$ cat src/rtl/com_uart_pkg.sv
// Shared definitions for the COM UART: TX/RX state encodings and bit-timing helpers.
package com_uart_pkg;

    typedef enum logic [1:0] {TX_IDLE, TX_START, TX_DATA, TX_STOP} tx_state_t;
    typedef enum logic [1:0] {RX_IDLE, RX_START, RX_DATA, RX_STOP} rx_state_t;

    // Clocks per serial bit, integer floor.
    function automatic int uart_div(input int clk_freq, input int baud);
        return clk_freq / baud;
    endfunction

    function automatic int uart_half(input int clk_freq, input int baud);
        return uart_div(clk_freq, baud) / 2;
    endfunction

endpackage

$ cat src/rtl/com_uart_rx.sv
// UART receiver: rxd synchronizer, mid-bit sampling FSM and received-byte holding register.
module com_uart_rx
    import com_uart_pkg::*;
#(
    parameter int DIV  = 434,
    parameter int HALF = 217
) (
    input  logic       clk,
    input  logic       rst_n,
    input  logic       rxd,
    input  logic       int_com_ack,
    output logic [7:0] com_data_in,
    output logic       com_read_ready,
    output logic       rx_error,
    output logic [1:0] rx_state_dbg
);

    localparam int CW = $clog2(DIV + 1);

    rx_state_t     rx_state, rx_next;
    logic [1:0]    sync_q;
    logic          rx_s;
    logic [CW-1:0] cnt;
    logic [2:0]    bit_idx;
    logic [7:0]    shreg;
    logic          sample_bit;
    logic          load;
    logic          frame_err;

    assign rx_s         = sync_q[1];
    assign rx_state_dbg = rx_state;

    always_comb begin
        rx_next    = rx_state;
        sample_bit = 1'b0;
        load       = 1'b0;
        frame_err  = 1'b0;
        case (rx_state)
            RX_IDLE:  if (!rx_s) rx_next = RX_START;
            // Resample at mid-start; a line already back high was only a glitch.
            RX_START: if (cnt == CW'(HALF - 1)) rx_next = rx_s ? RX_IDLE : RX_DATA;
            RX_DATA: begin
                if (cnt == CW'(DIV - 1)) begin
                    sample_bit = 1'b1;
                    if (bit_idx == 3'd7) rx_next = RX_STOP;
                end
            end
            RX_STOP: begin
                if (cnt == CW'(DIV - 1)) begin
                    rx_next   = RX_IDLE;
                    load      = rx_s;
                    frame_err = !rx_s;
                end
            end
            default: rx_next = RX_IDLE;
        endcase
    end

    always_ff @(posedge clk) begin
        if (!rst_n) begin
            rx_state <= RX_IDLE;
        end else begin
            rx_state <= rx_next;
        end
    end

    always_ff @(posedge clk) begin
        if (!rst_n) begin
            sync_q         <= 2'b11;
            cnt            <= '0;
            bit_idx        <= '0;
            shreg          <= '0;
            com_data_in    <= '0;
            com_read_ready <= 1'b0;
            rx_error       <= 1'b0;
        end else begin
            sync_q <= {sync_q[0], rxd};

            if (rx_state == RX_IDLE || rx_next != rx_state || sample_bit) begin
                cnt <= '0;
            end else begin
                cnt <= cnt + 1'b1;
            end

            if (rx_state != RX_DATA) begin
                bit_idx <= '0;
            end else if (sample_bit) begin
                bit_idx <= bit_idx + 1'b1;
            end

            if (sample_bit) shreg <= {rx_s, shreg[7:1]};

            // A new byte takes priority over an acknowledge in the same cycle.
            if (load) begin
                com_data_in    <= shreg;
                com_read_ready <= 1'b1;
                if (com_read_ready) rx_error <= 1'b1;
            end else if (int_com_ack) begin
                com_read_ready <= 1'b0;
            end

            if (frame_err) rx_error <= 1'b1;
        end
    end

endmodule

$ cat src/rtl/com_uart.sv
// COM UART top: 8N1 transmitter FSM plus an independent receiver sub-module.
module com_uart
    import com_uart_pkg::*;
#(
    parameter int CLK_FREQ = 50000000,
    parameter int BAUD     = 115200
) (
    input  logic       clk50M,
    input  logic       rst_n,
    input  logic [7:0] com_data_out,
    input  logic       enable_com_write,
    output logic       com_write_ready,
    output logic [7:0] com_data_in,
    output logic       com_read_ready,
    input  logic       int_com_ack,
    output logic       rx_error,
    output logic       txd,
    input  logic       rxd,
    output logic [1:0] tx_state_dbg,
    output logic [1:0] rx_state_dbg
);

    localparam int DIV  = uart_div(CLK_FREQ, BAUD);
    localparam int HALF = uart_half(CLK_FREQ, BAUD);
    localparam int CW   = $clog2(DIV + 1);

    tx_state_t     tx_state, tx_next;
    logic [CW-1:0] tx_cnt;
    logic [2:0]    tx_bit_idx;
    logic [7:0]    tx_shreg;
    logic          accept;
    logic          bit_end;

    assign com_write_ready = (tx_state == TX_IDLE);
    assign tx_state_dbg    = tx_state;
    assign bit_end         = (tx_cnt == CW'(DIV - 1));

    always_comb begin
        tx_next = tx_state;
        accept  = 1'b0;
        case (tx_state)
            TX_IDLE: begin
                if (enable_com_write) begin
                    accept  = 1'b1;
                    tx_next = TX_START;
                end
            end
            TX_START: if (bit_end) tx_next = TX_DATA;
            TX_DATA:  if (bit_end && tx_bit_idx == 3'd7) tx_next = TX_STOP;
            TX_STOP:  if (bit_end) tx_next = TX_IDLE;
            default:  tx_next = TX_IDLE;
        endcase
    end

    always_ff @(posedge clk50M) begin
        if (!rst_n) begin
            tx_state <= TX_IDLE;
        end else begin
            tx_state <= tx_next;
        end
    end

    // txd is registered so the start bit appears on the cycle right after acceptance.
    always_ff @(posedge clk50M) begin
        if (!rst_n) begin
            txd        <= 1'b1;
            tx_cnt     <= '0;
            tx_bit_idx <= '0;
            tx_shreg   <= '0;
        end else begin
            if (tx_state == TX_IDLE || bit_end) begin
                tx_cnt <= '0;
            end else begin
                tx_cnt <= tx_cnt + 1'b1;
            end

            if (accept) begin
                tx_shreg   <= com_data_out;
                tx_bit_idx <= '0;
                txd        <= 1'b0;
            end else if (bit_end) begin
                case (tx_state)
                    TX_START: begin
                        txd      <= tx_shreg[0];
                        tx_shreg <= {1'b0, tx_shreg[7:1]};
                    end
                    TX_DATA: begin
                        tx_bit_idx <= tx_bit_idx + 1'b1;
                        if (tx_bit_idx == 3'd7) begin
                            txd <= 1'b1;
                        end else begin
                            txd      <= tx_shreg[0];
                            tx_shreg <= {1'b0, tx_shreg[7:1]};
                        end
                    end
                    default: txd <= 1'b1;
                endcase
            end
        end
    end

    com_uart_rx #(
        .DIV  (DIV),
        .HALF (HALF)
    ) u_rx (
        .clk            (clk50M),
        .rst_n          (rst_n),
        .rxd            (rxd),
        .int_com_ack    (int_com_ack),
        .com_data_in    (com_data_in),
        .com_read_ready (com_read_ready),
        .rx_error       (rx_error),
        .rx_state_dbg   (rx_state_dbg)
    );

endmodule

$ cat config.mk
export PLATFORM = sky130hd
export DESIGN_NAME = com_uart
export DESIGN_NICKNAME = d
export VERILOG_FILES = /design/src/rtl/com_uart_pkg.sv /design/src/rtl/com_uart_rx.sv /design/src/rtl/com_uart.sv
export SDC_FILE = /design/constraint.sdc
export NUM_CORES = 1
export LEC_CHECK = 0
export CORE_MARGIN = 2
export CORE_UTILIZATION = 43
export DETAILED_ROUTE_END_ITERATION = 12
export GPL_ROUTABILITY_DRIVEN = 0
export PLACE_DENSITY = 0.66
export SLEW_MARGIN = 10
export SYNTH_ARGS = -nofsm -noshare
export SYNTH_HDL_FRONTEND = slang
export SYNTH_HIERARCHICAL = 1
export SYNTH_SLANG_ARGS = --single-unit
$ cat constraint.sdc
create_clock -name clk50M -period 1.65 [get_ports clk50M]
set_input_delay 0.165 -clock clk50M [delete_from_list [all_inputs] [get_ports clk50M]]
set_output_delay 0.165 -clock clk50M [all_outputs]
set_load 0.01 [all_outputs]
# ---- Word level (Yosys, flattened, before mapping)
# Cells that the tools add are included.
dict set report word_totals {
  elab_cells 89
  out_inout_bits 16
  in_bits 13
  regBits 57
}
dict set report classes {
  n_eq_ne 18
  addsub 4
  n_mux 33
  bitwise_logic 1
  reduce_logical 20
}
# op n
set ops {}
lappend ops {{8-bit two-way mux} 3}
lappend ops {{2-bit two-way mux} 10}
lappend ops {{9-bit by 1-bit adder with 9-bit output, second input constant} 2}
lappend ops {{9-bit equality test, second input constant} 2}
lappend ops {{1-bit two-way mux} 16}
lappend ops {{2-bit one-hot mux with 4 select lines} 2}
lappend ops {{8-bit one-hot mux with 2 select lines} 1}
lappend ops {{2-bit inequality test, second input constant} 5}
lappend ops {{9-bit by 8-bit equality test with 1-bit output, second input constant} 1}
lappend ops {{2-bit equality test, second input constant} 4}
lappend ops {{2-bit nonzero test} 4}
lappend ops {{2-bit OR reduction} 4}
lappend ops {{3-bit by 1-bit adder with 3-bit output, second input constant} 2}
lappend ops {{3-bit equality test, second input constant} 2}
lappend ops {{2-bit by 1-bit equality test with 1-bit output, second input constant} 2}
lappend ops {{2-bit logical NOT} 2}
lappend ops {{2-bit AND reduction} 2}
lappend ops {{4-bit AND reduction} 1}
lappend ops {{1-bit logical OR} 3}
lappend ops {{3-bit inequality test, second input constant} 1}
lappend ops {{3-bit AND reduction} 1}
lappend ops {{3-bit nonzero test} 1}
lappend ops {{2-bit inequality test} 1}
lappend ops {{1-bit one-hot mux with 2 select lines} 1}
lappend ops {{3 further kinds} 3}

# ---- Longest topological paths before layout
dict set report logic_depth {
  ltp_word 8
  ltp_mapped 8
  ltp_nobuf 6
}

# ---- Modules after synthesis
# Netlist, hierarchy kept.
# module seq_area_each_um2 area_per_inst_um2 cells_per_inst n_inst
set by_module_without_submodules {}
lappend by_module_without_submodules {com_uart_rx 680.7 1664.1 175 1}
lappend by_module_without_submodules {com_uart 460.4 1161.1 120 1}

# ---- Worst setup path after synthesis
# No wires, ideal clock.
dict set report synth_timing {
  path_kind {reg2reg}
  startpoint {register tx_state[0] (netlist: tx_state_dbg[0])}
  endpoint {register tx_state[0] (netlist: tx_state_dbg[0])}
  synth_period_minus_slack_ns 1.791
  required_ns 1.534
  n_path_buf 0
  path_slack_ns -0.141
  setup_time_ns 0.116
  stages_incl_launch_ff 6
  t_arrival_ns 1.675
  path_cell_list {dfxtp_1 -> inv_1 -> ha_1 -> or3_1 -> a2111o_1 -> o211a_1}
}
dict set report synth_via {
  elab_chain_len 3
  word_cells_on_any_way 10
  cone_classes {7 x eq/ne; 1 x mux; 2 x reduce/logical}
}
# element line
set synth_lines {}
lappend synth_lines {{start, declared} com_uart.sv:27} ;# tx_state_t tx_state, tx_next;
lappend synth_lines {{start signal, assigned} com_uart.sv:59} ;# tx_state <= tx_next;
lappend synth_lines {{2-bit equality test (tied with other cells)} com_uart.sv:41} ;# case (tx_state)
lappend synth_lines {{2-bit inequality test (no line)} --}
lappend synth_lines {{4-bit AND reduction (no line)} --}
# Several ways; a longest one is shown, not always the timed one.
# A chain may end at the register's enable or synchronous reset.

# ---- Final worst setup path
# Same ends and word-level chain as after synthesis.

==> impl_metrics.yaml <==
final_layout:
  drive_above_1_share_pct: 17.86
  fillers: 565
  syn_to_final_growth_pct: 26.09
  nets: 358
  antenna_cells: 0
min_path:
  min_to: "u_rx/sync_q[0]$_SDFF_PN1_"
  hold_class: "in2reg"
  hp-start: "rxd"
  min_path_cells: 2
cts:
  clockBufferDepth: 2
  clk_latency_ns: 0.32
  root_buffer: "clkbuf_8"
  clk_pin_slew_ns: 0.06
  hold_buffers: 0
  cts_buffers: 9
  cts_tree: "built"
  cts_num_sinks: 57
  cts_htree_levels: 3
power:
  finalPower_mw: 3.796
  seqPwrFrac_pct: 40.7
  p_sw_share_pct: 25.90
  comb_power_share_pct: 20.5
  p_int_mw: 2.813
  clockPowerShare_pct: 38.7
  pwr_density_cell_nw_per_um2: 1066
  power_switching_uw: 983.1
  power_leakage_nw: 1.300
  vdd_drop_max_mv: 1.108
synthesis:
  synth-edff-count: 0
  async_flop_share_pct: 0
  synth_top_cell_area_share_pct: 40.39
  synthTopCellsByArea: "dfxtp_1, ha_1, o31ai_1"
  ys_top_cells_by_count: "dfxtp_1, a21oi_1, nand4_1, o31ai_1, nor2_1"
  ys_seq_elements: 57
  syn_nets: 322
  post-synth-top-area-cell: "dfxtp_1"
  netlist_instances: 295
  synth_most_common_cell: "dfxtp_1"
  syn-cell-area_sq_um: 2825
  synth-main-ff-cell: "dfxtp_1"
  yosysSeqAreaShare_pct: 40.39
  synth_cell_types: 49
  postSynthAreaPerCell_sq_um: 9.577
  ys_warn_count: 6
drt:
  drt_wl_total_mm: 6.148
  viasPerCell: 5.671
  drt_pass1_iterations: 4
  first_iter_violations: 126
  drc: 0
  vias: 2342
  final_antenna_net_count: 0
  wl_per_cell_um: 14.89
sta:
  setup_viol: 0
  hold_viol: 0
  slew_headroom_pct: 62.57
  fmax_mhz: 622.1
  worst_pin_slew_ns: 0.5609
  skew_ns: 0.008537
  post-route-period-util_pct: 97.43
  rsz0062_at_grt: "yes"
  finalWorstPathRequiredPeriod_ns: 1.608
  fin_tns_setup_ns: 0
  slew_violations: 0
setup_path:
  rr_startpoint: "tx_state_dbg[0]$_SDFFE_PN0P_"
  max_stage_delay_ns: 0.40
  rr_endpoint: "tx_state_dbg[0]$_SDFFE_PN0P_"
  worstPathRequired_ns: 1.86
  crit_type: "reg2reg"
  r2r_slack_ns: 0.04
  reg2reg_depth: 5
  arrival_ns: 1.82
  worst_setup_path_start_kind: "register"
  endpoint_kind: "register"
  cp_max_fo: 6
  crit_chain: "inv_2 > ha_4 > or3_4 > a2111o_1 > o211a_1"
  crit_path_top_delay_cell: "or3_4"
placement:
  dp_hpwl_mm: 4.088
  port_buffers: 28
global_route:
  grt_pass1_wl_mm: 10.52
  grt_pass1_vias: 2222
  grt.total_usage_pct: 17.79
  grt_antenna_before_repair: 0
  grt_max_degree: 26
  globalRouteOverflowTotal: 0
outcome:
  status: "finished, final reports clean"
die:
  initial_core_util_pct: 44.49
  dieWidth_um: 85.06
  core_region_area_sq_um: 6350
  rows: 29
  io_pins: 29
  die_area_sq_um: 7234
  fp.dieH_um: 85.06
flow_run:
  cap_violations: 0
==> metal layers <==
layer	vias to the layer above	GRT usage, %	part of all wire (%)
met1	1120	22.23	47
li1	1186	-	-
met3	5	5.837	2.7
met5	-	0	0
met2	31	29.40	49
met4	0	5.051	0.63
==> metrics by stage <==
stage | hold WS [ns] | utilization [%] | cells | cell area (sq um) | setup WS (ns)
finish | 0.4140 | 56.10 | 413 | 3562 | 0.04241
global placement | 0.4017 | 51.47 | 396 | 3268 | 0.003234
CTS | 0.3937 | 55.45 | 413 | 3521 | 0.01236
global route | 0.4008 | 56.10 | 413 | 3562 | -0.01481
detailed placement | 0.4152 | 51.47 | 396 | 3268 | -0.04410
floorplan | 0.2380 | - | 295 | 2835 | 0.003228
==> how the worst max path moves through the flow <==
stage	slack, ns	depth (start not counted)	end	start
2_1_floorplan	0.003	5	tx_state_dbg[0]$_SDFFE_PN0P_	tx_state_dbg[0]$_SDFFE_PN0P_
3_3_place_gp	0.003	5	tx_state_dbg[0]$_SDFFE_PN0P_	tx_state_dbg[0]$_SDFFE_PN0P_
3_5_place_dp	-0.04	5	tx_state_dbg[0]$_SDFFE_PN0P_	tx_state_dbg[0]$_SDFFE_PN0P_
4_1_cts	0.01	5	tx_state_dbg[0]$_SDFFE_PN0P_	tx_state_dbg[1]$_SDFFE_PN0P_
5_1_grt	-0.01	5	tx_state_dbg[0]$_SDFFE_PN0P_	tx_state_dbg[0]$_SDFFE_PN0P_
6_report	0.04	5	tx_state_dbg[0]$_SDFFE_PN0P_	tx_state_dbg[0]$_SDFFE_PN0P_
==> cells in the final DEF, fill, tap and decap left out, drive strengths merged, types with 2 or more instances in the layout <==
cell           synthesis  final
dfxtp                 57     57
clkdlybuf4s50          0     27
a21oi                 21     21
nand4                 19     19
o31ai                 19     19
nor2                  17     17
o21ai                 17     17
buf                   11     17
nand3                 14     14
ha                    14     14
inv                   13     13
clkbuf                 9     11
mux2i                 11     11
nand2                  8      8
o311a                  7      7
xnor2                  6      6
or3                    6      6
xor2                   5      5
a211oi                 5      5
nand2b                 4      4
a221oi                 4      4
nor2b                  3      3
and3                   3      3
clkinv                 0      2
bufinv                 0      2
o21a                   2      2
nor4b                  2      2
o211a                  2      2
nand4bb                2      2
nand4b                 2      2
==> power by group through the flow <==
stage | Sequential [mW] | Combinational [mW] | Clock, mW
floorplan | 1.57 | 0.447 | 0
global placement | 1.56 | 0.691 | 0
detailed placement | 1.57 | 0.706 | 0
CTS | 1.54 | 0.733 | 1.51
global route | 1.56 | 0.859 | 1.58
finish | 1.55 | 0.780 | 1.47
==> sequential cells by signal, indices dropped and copies added (netlist names) <==
signal               flops
u_rx/com_data_in         8
tx_shreg                 8
tx_bit_idx               3
u_rx/rx_error            1
tx_cnt                   9
u_rx/com_read_ready      1
txd                      1
u_rx/cnt                 9
u_rx/sync_q              2
u_rx/shreg               8
tx_state_dbg             2
u_rx/rx_state_dbg        2
u_rx/bit_idx             3
==> worst max-delay path, delay by kind of cell, from the launching register on <==
| family | cells | cell delay (ns) |
|---|---|---|
| compound gates | 2 | 0.50 |
| simple gates | 1 | 0.40 |
| flops | 1 | 0.37 |
| fa+ha+maj | 1 | 0.17 |
| buf+inv | 1 | 0.06 |
==> cells by family (layout without fill, tap and decap cells) <==
group	count (synthesis)	in the layout	synth area share [%]
AO/OA/AOI/OAI	84	84	21.70
AND/OR/NAND/NOR	85	85	19.18
multiplexers	11	11	3.897
adder cells (fa/ha/maj)	14	14	6.200
XOR/XNOR	11	11	3.410
flip-flops	57	57	40.39
buffers and inverters	33	74	5.226
==> layout make-up <==
cell class | instances | area [sq um] | share of cell area [%]
repair buffers | 45 | 447.9 | 12.57
clock inverters | 5 | 77.57 | 2.178
well taps | 77 | 96.34 | 2.705
flip-flops and latches | 57 | 1150 | 32.28
clock buffers | 11 | 151.4 | 4.250
multi-input cells | 205 | 1590 | 44.64
inverters | 13 | 48.80 | 1.370
==> timing repair <==
item                                    in CTS  in global routing
pin swaps                                    1                  2
setup buffers                                1                  0
resized for setup                            6                 12
endpoints found under the setup margin       9                 18
(Power assumes the default switching activity.)
